`src/rtl/alarm_pkg.sv`:
```
// Shared types and constants for the alarm tune player: state encoding,
// default geometry and the named notes used by firmware patterns.
package alarm_pkg;

    localparam int NOTE_W_DEF    = 13;
    localparam int MAX_STEPS_DEF = 16;

    localparam logic [12:0] NOTE_LOW = 13'h0001;
    localparam logic [12:0] NOTE_MID = 13'h0200;
    localparam logic [12:0] NOTE_HI2 = 13'h0400;
    localparam logic [12:0] NOTE_TOP = 13'h1000;

    typedef enum logic [1:0] {
        ST_IDLE   = 2'd0,
        ST_PLAY   = 2'd1,
        ST_SNOOZE = 2'd2
    } state_e;

endpackage

```
`src/rtl/alarm_step_timer.sv`:
```
// Step and snooze timing for the alarm player: a tick counter that paces
// pattern steps and a down-counter that times a snooze pause.
module alarm_step_timer
    import alarm_pkg::*;
#(
    parameter int PERIOD_W     = 16,
    parameter int SNOOZE_STEPS = 8
) (
    input  logic                clock,
    input  logic                reset,
    input  logic                i_tick_en,
    input  logic                i_snooze_en,
    input  logic                i_snooze_load,
    input  logic [PERIOD_W-1:0] i_period,
    output logic                o_step_end,
    output logic                o_snooze_end
);

    localparam int CNT_W = PERIOD_W + $clog2(SNOOZE_STEPS + 1);

    logic [PERIOD_W-1:0] r_tick;
    logic [CNT_W-1:0]    r_snooze_cnt;
    logic [CNT_W-1:0]    w_snooze_load_val;
    logic                w_step_end;

    assign w_step_end        = i_tick_en && (r_tick == i_period - PERIOD_W'(1));
    assign w_snooze_load_val = CNT_W'(SNOOZE_STEPS) * CNT_W'(i_period) - CNT_W'(1);

    assign o_step_end   = w_step_end;
    assign o_snooze_end = i_snooze_en && (r_snooze_cnt == '0);

    // NOTE: state registers use non-blocking assignments so every flop samples pre-edge values.
    always_ff @(posedge clock) begin
        if (reset) begin
            r_tick       <= '0;
            r_snooze_cnt <= '0;
        end else begin
            if (!i_tick_en || w_step_end)
                r_tick <= '0;
            else
                r_tick <= r_tick + PERIOD_W'(1);

            if (i_snooze_load)
                r_snooze_cnt <= w_snooze_load_val;
            else if (!i_snooze_en)
                r_snooze_cnt <= '0;
            else if (r_snooze_cnt != '0)
                r_snooze_cnt <= r_snooze_cnt - CNT_W'(1);
        end
    end

endmodule

```
`src/rtl/alarm_sequencer.sv`:
```
// Alarm tune player: steps through a software-written pattern of one-hot
// notes plus a light flag, with repeat count, snooze pause and stop.
module alarm_sequencer
    import alarm_pkg::*;
#(
    parameter int NOTE_W       = NOTE_W_DEF,
    parameter int MAX_STEPS    = MAX_STEPS_DEF,
    parameter int PERIOD_W     = 16,
    parameter int REP_W        = 4,
    parameter int SNOOZE_STEPS = 8
) (
    input  logic                         clock,
    input  logic                         reset,
    input  logic                         start,
    input  logic                         stop,
    input  logic                         snooze,
    input  logic [$clog2(MAX_STEPS)-1:0] cfg_len,
    input  logic [PERIOD_W-1:0]          cfg_period,
    input  logic [REP_W-1:0]             cfg_repeats,
    input  logic                         wr_en,
    input  logic [$clog2(MAX_STEPS)-1:0] wr_addr,
    input  logic [NOTE_W-1:0]            wr_beat,
    input  logic                         wr_light,
    output logic                         light,
    output logic [NOTE_W-1:0]            beat,
    output logic                         busy,
    output logic [$clog2(MAX_STEPS)-1:0] step_idx,
    output logic                         done
);

    localparam int                ADDR_W    = $clog2(MAX_STEPS);
    localparam logic [ADDR_W:0]   MEM_DEPTH = (ADDR_W + 1)'(MAX_STEPS);
    localparam logic [ADDR_W-1:0] LAST_MAX  = ADDR_W'(MAX_STEPS - 1);

    state_e              r_state;
    logic [ADDR_W-1:0]   r_step;
    logic [ADDR_W-1:0]   r_last;
    logic [REP_W-1:0]    r_pass;
    logic [REP_W-1:0]    r_repeats;
    logic [PERIOD_W-1:0] r_period;
    logic [NOTE_W-1:0]   r_beat;
    logic                r_light;
    logic                r_done;

    logic [NOTE_W-1:0]   r_mem_beat  [MAX_STEPS];
    logic                r_mem_light [MAX_STEPS];

    logic                w_wr_ok;
    logic [ADDR_W-1:0]   w_cfg_last;
    logic [ADDR_W-1:0]   w_step_next;
    logic [REP_W-1:0]    w_pass_inc;
    logic                w_step_end;
    logic                w_snooze_end;
    logic                w_snooze_load;

    assign w_wr_ok       = ({1'b0, wr_addr} < MEM_DEPTH);
    assign w_cfg_last    = (cfg_len == '0 || {1'b0, cfg_len} > MEM_DEPTH) ? LAST_MAX
                                                                           : cfg_len - ADDR_W'(1);
    assign w_step_next   = r_step + ADDR_W'(1);
    assign w_pass_inc    = (r_pass == '1) ? r_pass : r_pass + REP_W'(1);
    assign w_snooze_load = snooze && !stop && (r_state != ST_IDLE);

    alarm_step_timer #(
        .PERIOD_W     (PERIOD_W),
        .SNOOZE_STEPS (SNOOZE_STEPS)
    ) u_timer (
        .clock         (clock),
        .reset         (reset),
        .i_tick_en     (r_state == ST_PLAY),
        .i_snooze_en   (r_state == ST_SNOOZE),
        .i_snooze_load (w_snooze_load),
        .i_period      (r_period),
        .o_step_end    (w_step_end),
        .o_snooze_end  (w_snooze_end)
    );

    always_ff @(posedge clock) begin
        if (reset) begin
            r_state   <= ST_IDLE;
            r_step    <= '0;
            r_last    <= '0;
            r_pass    <= '0;
            r_repeats <= '0;
            r_period  <= '0;
            r_beat    <= '0;
            r_light   <= 1'b0;
            r_done    <= 1'b0;
            // NOTE: the pattern memory is cleared on reset so a stale tune never plays afterwards.
            for (int i = 0; i < MAX_STEPS; i++) begin
                r_mem_beat[i]  <= '0;
                r_mem_light[i] <= 1'b0;
            end
        end else begin
            r_done <= 1'b0;
            if (wr_en && w_wr_ok) begin
                r_mem_beat[wr_addr]  <= wr_beat;
                r_mem_light[wr_addr] <= wr_light;
            end

            case (r_state)
                ST_IDLE: begin
                    if (start && !stop) begin
                        r_state   <= ST_PLAY;
                        r_last    <= w_cfg_last;
                        r_period  <= (cfg_period == '0) ? PERIOD_W'(1) : cfg_period;
                        r_repeats <= cfg_repeats;
                        r_step    <= '0;
                        r_pass    <= '0;
                        r_beat    <= r_mem_beat[0];
                        r_light   <= r_mem_light[0];
                    end
                end
                ST_PLAY: begin
                    if (stop) begin
                        r_state <= ST_IDLE;
                        r_step  <= '0;
                        r_beat  <= '0;
                        r_light <= 1'b0;
                    end else if (snooze) begin
                        r_state <= ST_SNOOZE;
                        r_beat  <= '0;
                        r_light <= 1'b0;
                    end else if (w_step_end) begin
                        if (r_step == r_last) begin
                            // A zero repeat count never completes; pass just saturates.
                            if (r_repeats != '0 && w_pass_inc == r_repeats) begin
                                r_state <= ST_IDLE;
                                r_step  <= '0;
                                r_beat  <= '0;
                                r_light <= 1'b0;
                                r_done  <= 1'b1;
                            end else begin
                                r_step  <= '0;
                                r_pass  <= w_pass_inc;
                                r_beat  <= r_mem_beat[0];
                                r_light <= r_mem_light[0];
                            end
                        end else begin
                            r_step  <= w_step_next;
                            r_beat  <= r_mem_beat[w_step_next];
                            r_light <= r_mem_light[w_step_next];
                        end
                    end
                end
                ST_SNOOZE: begin
                    if (stop) begin
                        r_state <= ST_IDLE;
                        r_step  <= '0;
                    end else if (!snooze && w_snooze_end) begin
                        r_state <= ST_PLAY;
                        r_step  <= '0;
                        r_beat  <= r_mem_beat[0];
                        r_light <= r_mem_light[0];
                    end
                end
                default: begin
                    r_state <= ST_IDLE;
                    r_step  <= '0;
                    r_beat  <= '0;
                    r_light <= 1'b0;
                end
            endcase
        end
    end

    assign light    = r_light;
    assign beat     = r_beat;
    assign busy     = (r_state != ST_IDLE);
    assign step_idx = r_step;
    assign done     = r_done;

endmodule

```
`config.mk`:
```
export PLATFORM = sky130hd
export DESIGN_NAME = alarm_sequencer
export DESIGN_NICKNAME = d
export VERILOG_FILES = /design/src/rtl/alarm_pkg.sv /design/src/rtl/alarm_step_timer.sv /design/src/rtl/alarm_sequencer.sv
export SDC_FILE = /design/constraint.sdc
export NUM_CORES = 1
export LEC_CHECK = 0
export ABC_AREA = 1
export CORE_MARGIN = 2
export CORE_UTILIZATION = 50
export DETAILED_ROUTE_END_ITERATION = 8
export HOLD_SLACK_MARGIN = 0.05
export PLACE_DENSITY = 0.76
export SKIP_CTS_REPAIR_TIMING = 1
export SLEW_MARGIN = 20
export SYNTH_ARGS = -nofsm -noshare
export SYNTH_HDL_FRONTEND = slang
export SYNTH_HIERARCHICAL = 1
export SYNTH_SLANG_ARGS = --single-unit
```
`constraint.sdc`:
```
create_clock -name clock -period 2.64 [get_ports clock]
set_clock_uncertainty 0.1 [all_clocks]
set_input_delay 0.264 -clock clock [delete_from_list [all_inputs] [get_ports clock]]
set_output_delay 0.264 -clock clock [all_outputs]
set_load 0.03 [all_outputs]
```
## Word level (Yosys, flattened, before mapping)

Memory sizes are Yosys's and may differ from the RTL's.
Index checks and enable logic that the tools add are counted.

| word-level totals | value |
|---|---|
| register bits after elaboration | 85 |
| RAM bits | 224 |
| input port bits | 48 |
| output and inout bits | 20 |
| word-level logic and storage cells | 133 |
| memories | 2 |

Memory list:

| memory | depth | bits a word | read ports | clocked after memory_dff | write ports | RTL line | RTL |
|---|---|---|---|---|---|---|---|
| r_mem_beat | 16 | 13 | 2 | 0 | 16 | alarm_sequencer.sv:45 | `logic [NOTE_W-1:0] r_mem_beat [MAX_STEPS];` |
| r_mem_light | 16 | 1 | 2 | 0 | 16 | alarm_sequencer.sv:46 | `logic r_mem_light [MAX_STEPS];` |

| operators by class | value |
|---|---|
| $add $sub $neg | 7 |
| order comparisons | 1 |
| equal/unequal tests | 21 |
| multiplexer cells | 59 |
| bitwise operators | 3 |
| reduce and logical (&&, ||, !) cells | 29 |

Operators with widths:

| cell | count |
|---|---|
| two-way mux 13 bit | 9 |
| two-way mux 4 bit | 16 |
| two-way mux 20 bit | 3 |
| one-hot mux 13 bit (3 select lines) | 1 |
| logical NOT 20 bit | 1 |
| nonzero test 20 bit | 1 |
| subtractor 19 x 1 -> 20 bit, second input constant | 1 |
| subtractor 20 x 1 -> 20 bit, second input constant | 1 |
| two-way mux 1 bit | 17 |
| adder 16 x 1 -> 16 bit, second input constant | 1 |
| equality test 16 bit | 1 |
| logical NOT 16 bit | 1 |
| two-way mux 16 bit | 1 |
| two-way mux 2 bit | 8 |
| inequality test 2 bit, second input constant | 8 |
| subtractor 16 x 1 -> 16 bit, second input constant | 1 |
| OR reduction 13 bit | 1 |
| inequality test 3 bit, second input constant | 4 |
| inequality test 4 bit, second input constant | 3 |
| one-hot mux 4 bit (3 select lines) | 1 |
| adder 4 x 1 -> 4 bit, second input constant | 2 |
| equality test 4 bit | 2 |
| one-hot mux 4 bit (2 select lines) | 1 |
| AND reduction 4 bit | 2 |
| 21 further kinds | 33 |

## Logic depth before layout (Yosys ltp)

Gate-level depths: netlist of the first run.

| depth | value |
|---|---|
| word-level depth | 10 |
| depth in mapped cells | 18 |
| gate-level depth less buffers | 18 |

## By module

Netlist of the first run, hierarchy kept.

By module, submodules not included:

| module | instances | cells each | area each (µm²) | sequential area each (µm²) |
|---|---|---|---|---|
| alarm_sequencer | 1 | 1414 | 12847.3 | 7707.4 |
| alarm_step_timer | 1 | 462 | 2934.1 | 720.7 |

## Worst setup path before layout of the first run

Ideal clock, no wire load.

| timing | value |
|---|---|
| path type | flip-flop to flip-flop |
| start point | reg r_period[0] |
| end point | reg r_beat[0], in the netlist beat[0] |
| library setup time | 0.118 ns |
| arrival | 2.629 ns |
| required time | 2.422 ns |
| setup slack | -0.207 ns |
| stages on the path, launching flop included | 16 |
| path buffers | 1 |
| clock period less this slack | 2.847 ns |
| cell sequence | dfxtp_1 inv_1 ha_1 or2_2 nand3_1 nand2_1 nor2_1 nand3_1 nor2_1 nand4_1 nor3_1 nor3_2 a211oi_4 buf_6 o21a_1 a21oi_2 |

| on the way | value |
|---|---|
| word-level cells in the longest chain between the ends | 5 |

RTL lines:

| element | RTL line | RTL |
|---|---|---|
| start: declaration | alarm_sequencer.sv:40 | `logic [PERIOD_W-1:0] r_period;` |
| start signal: assignment | alarm_sequencer.sv:105 | `r_period <= (cfg_period == '0) ? PERIOD_W'(1) : cfg_period;` |
| subtractor 16 x 1 -> 16 bit | alarm_step_timer.sv:26 | `assign w_step_end = i_tick_en && (r_tick == i_period - PERIOD_W'(1));` |
| equality test 16 bit | alarm_step_timer.sv:26 |  |
| logical AND 1 bit | alarm_step_timer.sv:26 |  |
| net w_step_end | alarm_sequencer.sv:52 | `logic w_step_end;` |
| inequality test 4 bit (no line) | n/a |  |
| AND reduction 4 bit (no line) | n/a |  |
| end signal: assignment | alarm_sequencer.sv:109 | `r_beat <= r_mem_beat[0];` |
| end signal: assignment | alarm_sequencer.sv:135 | `r_beat <= r_mem_beat[0];` |
| end signal: assignment | alarm_sequencer.sv:140 | `r_beat <= r_mem_beat[w_step_next];` |
| end: declaration | alarm_sequencer.sv:41 | `logic [NOTE_W-1:0] r_beat;` |

The timed path passes the listed nets, and every way through them passes these cells.
A chain may end at the register's enable or synchronous reset.

## Worst setup path after layout of the first run

| timing | value |
|---|---|
| start point | reg r_period[1] |
| end point | reg r_beat[2], in the netlist beat[2] |

Same word-level chain as after synthesis.

==> summary.json, run 1 <==
{
  "outcome": "complete, but fails checks",
  "violations": "negative setup slack",
  "max_cap_viol_count": 0,
  "n_antenna_cell": 0,
  "cts_inserted_buffers": 35,
  "via_per_inst": 5.68,
  "die_height_um": 182,
  "worst_ir_drop_vdd_v": 0.000451,
  "setup_viol": 13,
  "synth_cells": 1876,
  "setup_repair_after_global_routing_missed_its_margin": "yes",
  "fillers": 2624,
  "yosys_warn_count": 6,
  "clock_path_buffers": 3,
  "postPlaceCellArea_um2": 17300,
  "criticalPathCategory": "flip-flop to flip-flop",
  "port-buffer-count": 67,
  "netlist-cell-type-count": 50,
  "timing_worst_slew_pin_value_ps": 855,
  "commonest_register_cell_after_synthesis": "edfxtp_1",
  "timing_hold_violations_final": 0,
  "cts.sink_count": 309,
  "synthTopCellsByArea": "edfxtp_1, dfxtp_1, nand2_1",
  "grt_max_degree": 113,
  "signed_area_change_from_the_synthesized_netlist_to_the_final_layout_pct": 17.9,
  "drt_wl_total_um": 44600,
  "max_freq_mhz": 370,
  "final_util_pct": 59.4,
  "maxSlewViolCount": 0,
  "antenna_found_initial": 0,
  "critPathLaunchType": "flip-flop",
  "leakage_nw": 7.52,
  "setup.worst_path.end_class": "flip-flop",
  "postSynthNetCount": 1931,
  "route.detailed.wl_per_inst_um": 18.5,
  "average_size_of_a_mapped_cell_um2": 8.41,
  "timing.critical_path.required_ps": 2940,
  "fin_crit_ps": 2700,
  "synth-edff-count": 224,
  "clk_root_buffer_cell": "clkbuf_16",
  "critPathArrivalTime_ps": 3000,
  "final_antenna_net_count": 0,
  "post_route_fraction_of_the_period_consumed_by_the_critical_path_pct": 102,
  "post-route-drc-count": 0,
  "most_repeated_library_cell_on_the_critical_path": "nor2_1",
  "final.hold.worst_slack_ps": 268,
  "number_of_top_level_pins": 68,
  "tritoncts": "done",
  "htree_num_levels": 2,
  "finish.net_count": 2044,
  "hold_wc_path_type": "input pin to flip-flop",
  "post_route_cells_drive_above_1_share_pct": 13.9,
  "ff_latch_area_um2": 8440,
  "dp.final_hpwl_um": 29600,
  "gpl.final_weighted_congestion": 0.921,
  "first_global_vias": 12900,
  "p_total_mw": 12.6,
  "die_w_um": 182,
  "synth_top_cell_area_share_pct": 42.6,
  "synth.yosys.seq_area_share_pct": 53.4,
  "timing.critical_path.slowest_stage_cell": "dfxtp_4",
  "initialDrtViolationCount": 1488,
  "yosys_register_bits": 309,
  "globalRouteOverflowTotal": 0,
  "grt_first_pass_wirelength_um": 68200,
  "max_stage_delay_ps": 350,
  "design.die.area_um2": 33000,
  "mappedNetlistArea_um2": 15800,
  "design_area_um2": 18600,
  "critical_path.cell_chain": "inv_2, ha_4, nand2_8, nor2_4, xnor2_2, nand2_1, nand3_1, nor2_1, nand4_1, nor3_4, nor3_2, a211oi_4, buf_6, buf_12, o21ai_2, nor2_1, nor2_1",
  "post-synth-top-count-cell": "nand2_1",
  "fin_ws_ps": -59.1,
  "synth_top_cells_by_count": "nand2_1, nor2_1, nand3_1",
  "core-area_um2": 31300,
  "clkSlewWorstSetupHoldPaths_ps": 50,
  "power_density_nw_per_um2": 676,
  "drt_pre_antenna_iters": 5,
  "core.rowCount": 65,
  "path_max_fanout": 7,
  "global_route.usage.total_pct": 26.3,
  "worstSkewPairLatency_ps": 520,
  "slew_headroom_pct": 43.0,
  "initial_core_util_pct": 50.4,
  "dr_total_vias": 13700,
  "multi_input_comb_area_um2": 6470,
  "ys_async_sr_fraction_pct": 0,
  "netlist.top_cell.by_area": "edfxtp_1"
}
cell usage in the layout (no fill, tap or decap), types with 14 or more instances in the layout:
master	Yosys	final
nor2_1	330	322
nor3_2	16	17
o21ai_1	19	19
clkdlybuf4s50_1	0	67
edfxtp_1	224	224
clkbuf_16	0	38
dfxtp_1	85	80
nor3_1	18	16
a21oi_2	15	16
buf_4	15	103
nand4_1	29	29
a21oi_1	23	22
nor2_2	9	14
o21ai_0	34	31
nand3_1	282	278
inv_1	116	113
nand2_1	447	446
xor2_1	24	24
per-layer routing:
metal | global-route usage [%] | part of all wire (%) | routed length, µm
met1 | 35.7 | 40 | 18000
met2 | 42.5 | 46 | 20500
met3 | 4.25 | 9.8 | 4370
met5 | 0 | 0 | 0
met4 | 10.4 | 4.0 | 1790
worst max-delay path: cells and delay by family, from the launching register on:
| family | cells | cell delay (ps) |
|---|---|---|
| and+or+nand+nor | 10 | 1240 |
| DFF | 1 | 350 |
| buffers and inverters | 3 | 340 |
| AOI/OAI and AO/OA | 2 | 260 |
| adders and majority gates | 1 | 170 |
| xor gates and xnor gates | 1 | 110 |
stage by stage:
step / setup WS (ps) / setup TNS, ps / instances
2_1_floorplan: 14.7 / 0 / 1876
5_1_grt: -228 / -2990 / 2415
3_5_place_dp: -52.8 / -622 / 2348
6_report: -59.1 / -257 / 2415
3_3_place_gp: 15.0 / 0 / 2348
4_1_cts: -83.7 / -992 / 2409
sequential cells by signal, indices dropped and copies added (netlist names):
register              flops
step_idx                  4
r_mem_light              16
r_last                    4
beat                     13
done                      1
r_repeats                 4
r_pass                    4
u_timer/r_tick           16
u_timer/r_snooze_cnt     20
light                     1
r_mem_beat              208
r_state                   2
r_period                 16
cell type report:
cell class | instances | share of cell area (%)
clock buffer | 44 | 5.06
timing repair buffer | 179 | 8.73
sequential | 309 | 45.3
multi-input combinational | 1338 | 34.8
clock inverter | 17 | 0.807
inverter | 126 | 2.58
tap | 402 | 2.70
where the power goes:
part	switching [mW]	internal, mW
Clock	1.95	2.73
Combinational	1.47	0.818
Sequential	0.146	5.47
cells by family after synthesis:
group	synth area share [%]
and+or+nand+nor	33.0
adders and majority gates	0.555
xor gates and xnor gates	1.66
DFF	53.4
AOI/OAI and AO/OA	4.92
buffers and inverters	6.47
path summary, 6_finish.rpt:
| check | start | end | slack (ps) | cells past startpoint |
|---|---|---|---|---|
| worst min-delay path | cfg_period[3] | r_period[3]$_SDFFE_PP0P_ | 270 | 3 |
| worst max register to register | r_period[1]$_SDFFE_PP0P_ | beat[2]$_SDFFE_PP0P_ | -60 | 17 |
| worst max-delay path | r_period[1]$_SDFFE_PP0P_ | beat[2]$_SDFFE_PP0P_ | -60 | 17 |
| worst min register to register | r_repeats[3]$_SDFFE_PP0P_ | r_repeats[3]$_SDFFE_PP0P_ | 380 | 2 |
No activity file was read; power rests on OpenSTA's default activity.
==> run 2, diff against run 1 <==
--- a/config.mk
+++ b/config.mk
@@ -6,11 +6,12 @@
 export NUM_CORES = 1
 export LEC_CHECK = 0
 export ABC_AREA = 1
+export CAP_MARGIN = 20
 export CORE_MARGIN = 2
-export CORE_UTILIZATION = 50
+export CORE_UTILIZATION = 55
 export DETAILED_ROUTE_END_ITERATION = 8
 export HOLD_SLACK_MARGIN = 0.05
-export PLACE_DENSITY = 0.76
+export PLACE_DENSITY = 0.82
 export SKIP_CTS_REPAIR_TIMING = 1
 export SLEW_MARGIN = 20
 export SYNTH_ARGS = -nofsm -noshare
==> run 2 against run 1 <==
The run still ends with negative setup slack left. Setup slack better by 9.3 ps. First-iteration DRC count is 26% higher. Die area is 8.9% lower. Cell count is 1.0% lower. Flip-flop and latch count stayed put. Global-route usage is 2.9 points higher. Register-to-register slack hardly changed. Critical path depth stayed put. Clock power is 1% lower. Hold slack worse by 3.2 ps. Sequential share of layout area is 0.067 points higher. Count of clock-buffer cells in the layout is 4 lower. Critical endpoint is now beat[0]$_SDFFE_PP0P_. Largest power group unchanged.
==> summary.json, run 2 (synthesis results as in run 1) <==
{
  "outcome": "complete, but fails checks",
  "violations": "negative setup slack",
  "first_global_vias": {"value": 13200, "change": "+2.6%"},
  "largest_register_ff_count": {"value": 208, "change": "unchanged"},
  "worst_ir_drop_vdd": {"value": 0.000578, "unit": "V", "change": "+28%"},
  "tritoncts": "done",
  "grt_first_pass_wirelength": {"value": 69300, "unit": "µm", "change": "+1.7%"},
  "global_route.usage.total": {"value": 29.2, "unit": "%", "change": "+2.9 points"},
  "htree_num_levels": {"value": 2, "change": "unchanged"},
  "power_density": {"value": 675, "unit": "nW/µm²", "change": "-0.17%"},
  "fin_crit": {"value": 2690, "unit": "ps", "change": "-9.31 ps"},
  "reg2reg_setup_slack": {"value": -50, "unit": "ps", "change": "about the same"},
  "gpl.final_weighted_congestion": {"value": 0.920, "change": "-0.14%"},
  "dp.final_hpwl": {"value": 29100, "unit": "µm", "change": "-1.7%"},
  "layout_common_cells": "nand2_1, nor2_1, nand3_1, edfxtp_1, inv_1",
  "core.rowCount": {"value": 62, "change": "-4.6%"},
  "clk_root_buffer_cell": "clkbuf_16",
  "power_frac_comb": {"value": 18.4, "unit": "%", "change": "+0.2 points"},
  "post-route-drc-count": {"value": 0, "change": "unchanged"},
  "clkSlewWorstSetupHoldPaths": {"value": 60, "unit": "ps", "change": "about the same"},
  "via_per_inst": {"value": 5.79, "change": "+1.9%"},
  "power_frac_clock": {"value": 36.9, "unit": "%", "change": "-0.3 points"},
  "hold_wc_path_type": "input pin to flip-flop",
  "critPathLaunchType": "flip-flop",
  "postPlaceCellArea": {"value": 17200, "unit": "µm²", "change": "-0.56%"},
  "globalRouteOverflowTotal": {"value": 0, "change": "unchanged"},
  "number_of_top_level_pins": {"value": 68, "change": "unchanged"},
  "p_total": {"value": 12.5, "unit": "mW", "change": "-0.31%"},
  "n_antenna_cell": {"value": 0, "change": "unchanged"},
  "route.detailed.wl_per_inst": {"value": 18.6, "unit": "µm", "change": "+0.43%"},
  "maxSlewViolCount": {"value": 0, "change": "unchanged"},
  "cell_int_power": {"value": 8.98, "unit": "mW", "change": "-0.41%"},
  "critPathArrivalTime": {"value": 2980, "unit": "ps", "change": "-20 ps"},
  "die_w": {"value": 173, "unit": "µm", "change": "-4.6%"},
  "slew_headroom": {"value": 42.1, "unit": "%", "change": "-0.83 points"},
  "setup_repair_after_global_routing_missed_its_margin": "yes",
  "path_max_fanout": {"value": 7, "change": "unchanged"},
  "power.share.switching": {"value": 28.4, "unit": "%", "change": "+0.069 points"},
  "p_seq_share": {"value": 44.8, "unit": "%", "change": "+0.2 points"},
  "finish.net_count": {"value": 2037, "change": "-0.34%"},
  "cts_inserted_buffers": {"value": 35, "change": "unchanged"},
  "cts.sink_count": {"value": 309, "change": "unchanged"},
  "max_cap_viol_count": {"value": 0, "change": "unchanged"},
  "fin_ws": {"value": -49.8, "unit": "ps", "change": "+9.31 ps"},
  "initial_core_util": {"value": 55.4, "unit": "%", "change": "+5.0 points"},
  "timing.critical_path.required": {"value": 2930, "unit": "ps", "change": "about the same"},
  "grt_max_degree": {"value": 85, "change": "-25%"},
  "post_route_cells_drive_above_1_share": {"value": 14.0, "unit": "%", "change": "+0.098 points"},
  "setup_viol": {"value": 12, "change": "-1"},
  "final_util": {"value": 65.3, "unit": "%", "change": "+5.8 points"},
  "p_sw": {"value": 3.57, "unit": "mW", "change": "about the same"},
  "dr_total_vias": {"value": 13800, "change": "+0.80%"},
  "signed_area_change_from_the_synthesized_netlist_to_the_final_layout_pct": 17.8,
  "design_area": {"value": 18600, "unit": "µm²", "change": "-0.15%"},
  "initialDrtViolationCount": {"value": 1873, "change": "+26%"},
  "antenna_found_initial": {"value": 0, "change": "unchanged"},
  "final_antenna_net_count": {"value": 0, "change": "unchanged"},
  "clock_path_buffers": {"value": 3, "change": "unchanged"},
  "fin_setup_tns": {"value": -238, "unit": "ps", "change": "+18.8 ps"},
  "drt_pre_antenna_iters": {"value": 6, "change": "+1"},
  "max_freq": {"value": 372, "unit": "MHz", "change": "+0.35%"},
  "largest_regs": "r_mem_beat (208), u_timer/r_snooze_cnt (20)",
  "most_common_cell_after_layout_fill_and_taps_aside": "nand2_1",
  "timing_worst_slew_pin_value": {"value": 867, "unit": "ps", "change": "+12.5 ps"},
  "post_route_fraction_of_the_period_consumed_by_the_critical_path": {"value": 102, "unit": "%", "change": "-0.35 points"},
  "timing_hold_violations_final": {"value": 0, "change": "unchanged"},
  "core-area": {"value": 28500, "unit": "µm²", "change": "-9.1%"},
  "drt_wl_total": {"value": 44400, "unit": "µm", "change": "-0.61%"},
  "port-buffer-count": {"value": 67, "change": "unchanged"},
  "setup.worst_path.end_class": "flip-flop",
  "criticalPathCategory": "flip-flop to flip-flop",
  "worstSkewPairLatency": {"value": 520, "unit": "ps", "change": "about the same"},
  "die_height": {"value": 173, "unit": "µm", "change": "-4.6%"},
  "leakage": {"value": 7.48, "unit": "nW", "change": "-0.55%"},
  "design.die.area": {"value": 30100, "unit": "µm²", "change": "-8.9%"},
  "largest_register_by_flop_count": "r_mem_beat"
}
run 2: cell types whose count changed in the layout (fill, tap and decap cells not counted), sizes merged:
cell	before	now
clkbuf	46	42
clkinv	16	17
clkinvlp	1	4
buf	110	103
run 2: layout make-up:
class,count,area (µm²)
Timing Repair Buffer,172,1580
Tap cell,384,480
Fill cell,2248,9890
Inverter,126,480
Clock inverter,21,184
Multi-Input combinational cell,1338,6510
Sequential cell,309,8440
Clock buffer,40,915
run 2: per-layer routing:
layer	GRT usage (%)	routed length (µm)	vias up
met2	46.6	20400	775
met5	0	0	-
li1	-	-	6465
met1	39.3	17600	6465
met3	5.86	4680	130
met4	12.0	1660	0
run 2: stage by stage:
step | hold WS (ps) | worst slack [ps] | std cells
final | 265 | -49.8 | 2390
after global routing | 281 | -173 | 2390
after CTS | 255 | -79.8 | 2381
after detailed placement | 373 | -47.6 | 2320
after global placement | 367 | -35.2 | 2320
after floorplan | 265 | 14.7 | 1876
run 2: power groups by stage:
stage | registers, mW | logic [mW] | clock network [mW]
floorplan | 5.72 | 1.39 | 0
global placement | 5.70 | 2.10 | 0
detailed placement | 5.71 | 2.14 | 0
CTS | 5.61 | 2.16 | 4.68
global route | 5.64 | 2.51 | 4.87
finish | 5.62 | 2.30 | 4.63
run 2: worst paths after layout:
path	startpoint	end	depth (start not counted)
worst min-delay path	cfg_period[6]	r_period[6]$_SDFFE_PP0P_	3
worst max-delay path	r_period[7]$_SDFFE_PP0P_	beat[0]$_SDFFE_PP0P_	17
worst max register to register	r_period[7]$_SDFFE_PP0P_	beat[0]$_SDFFE_PP0P_	17
worst min register to register	r_repeats[3]$_SDFFE_PP0P_	r_repeats[3]$_SDFFE_PP0P_	2
run 2: worst max-delay path, cell delays in order (launching register included):
cell and delay, ps:
dfxtp_1 350, nor2_2 200, nand2_4 110, nor2_8 170, nand2_2 80, nand2_2 80
nand2_1 50, nand2_1 60, nand2_2 70, nor2_2 100, nand3_2 110, nor3_4 290
nor3_4 80, a211oi_4 210, buf_6 160, clkbuf_16 140, o21a_1 140, a21oi_2 60
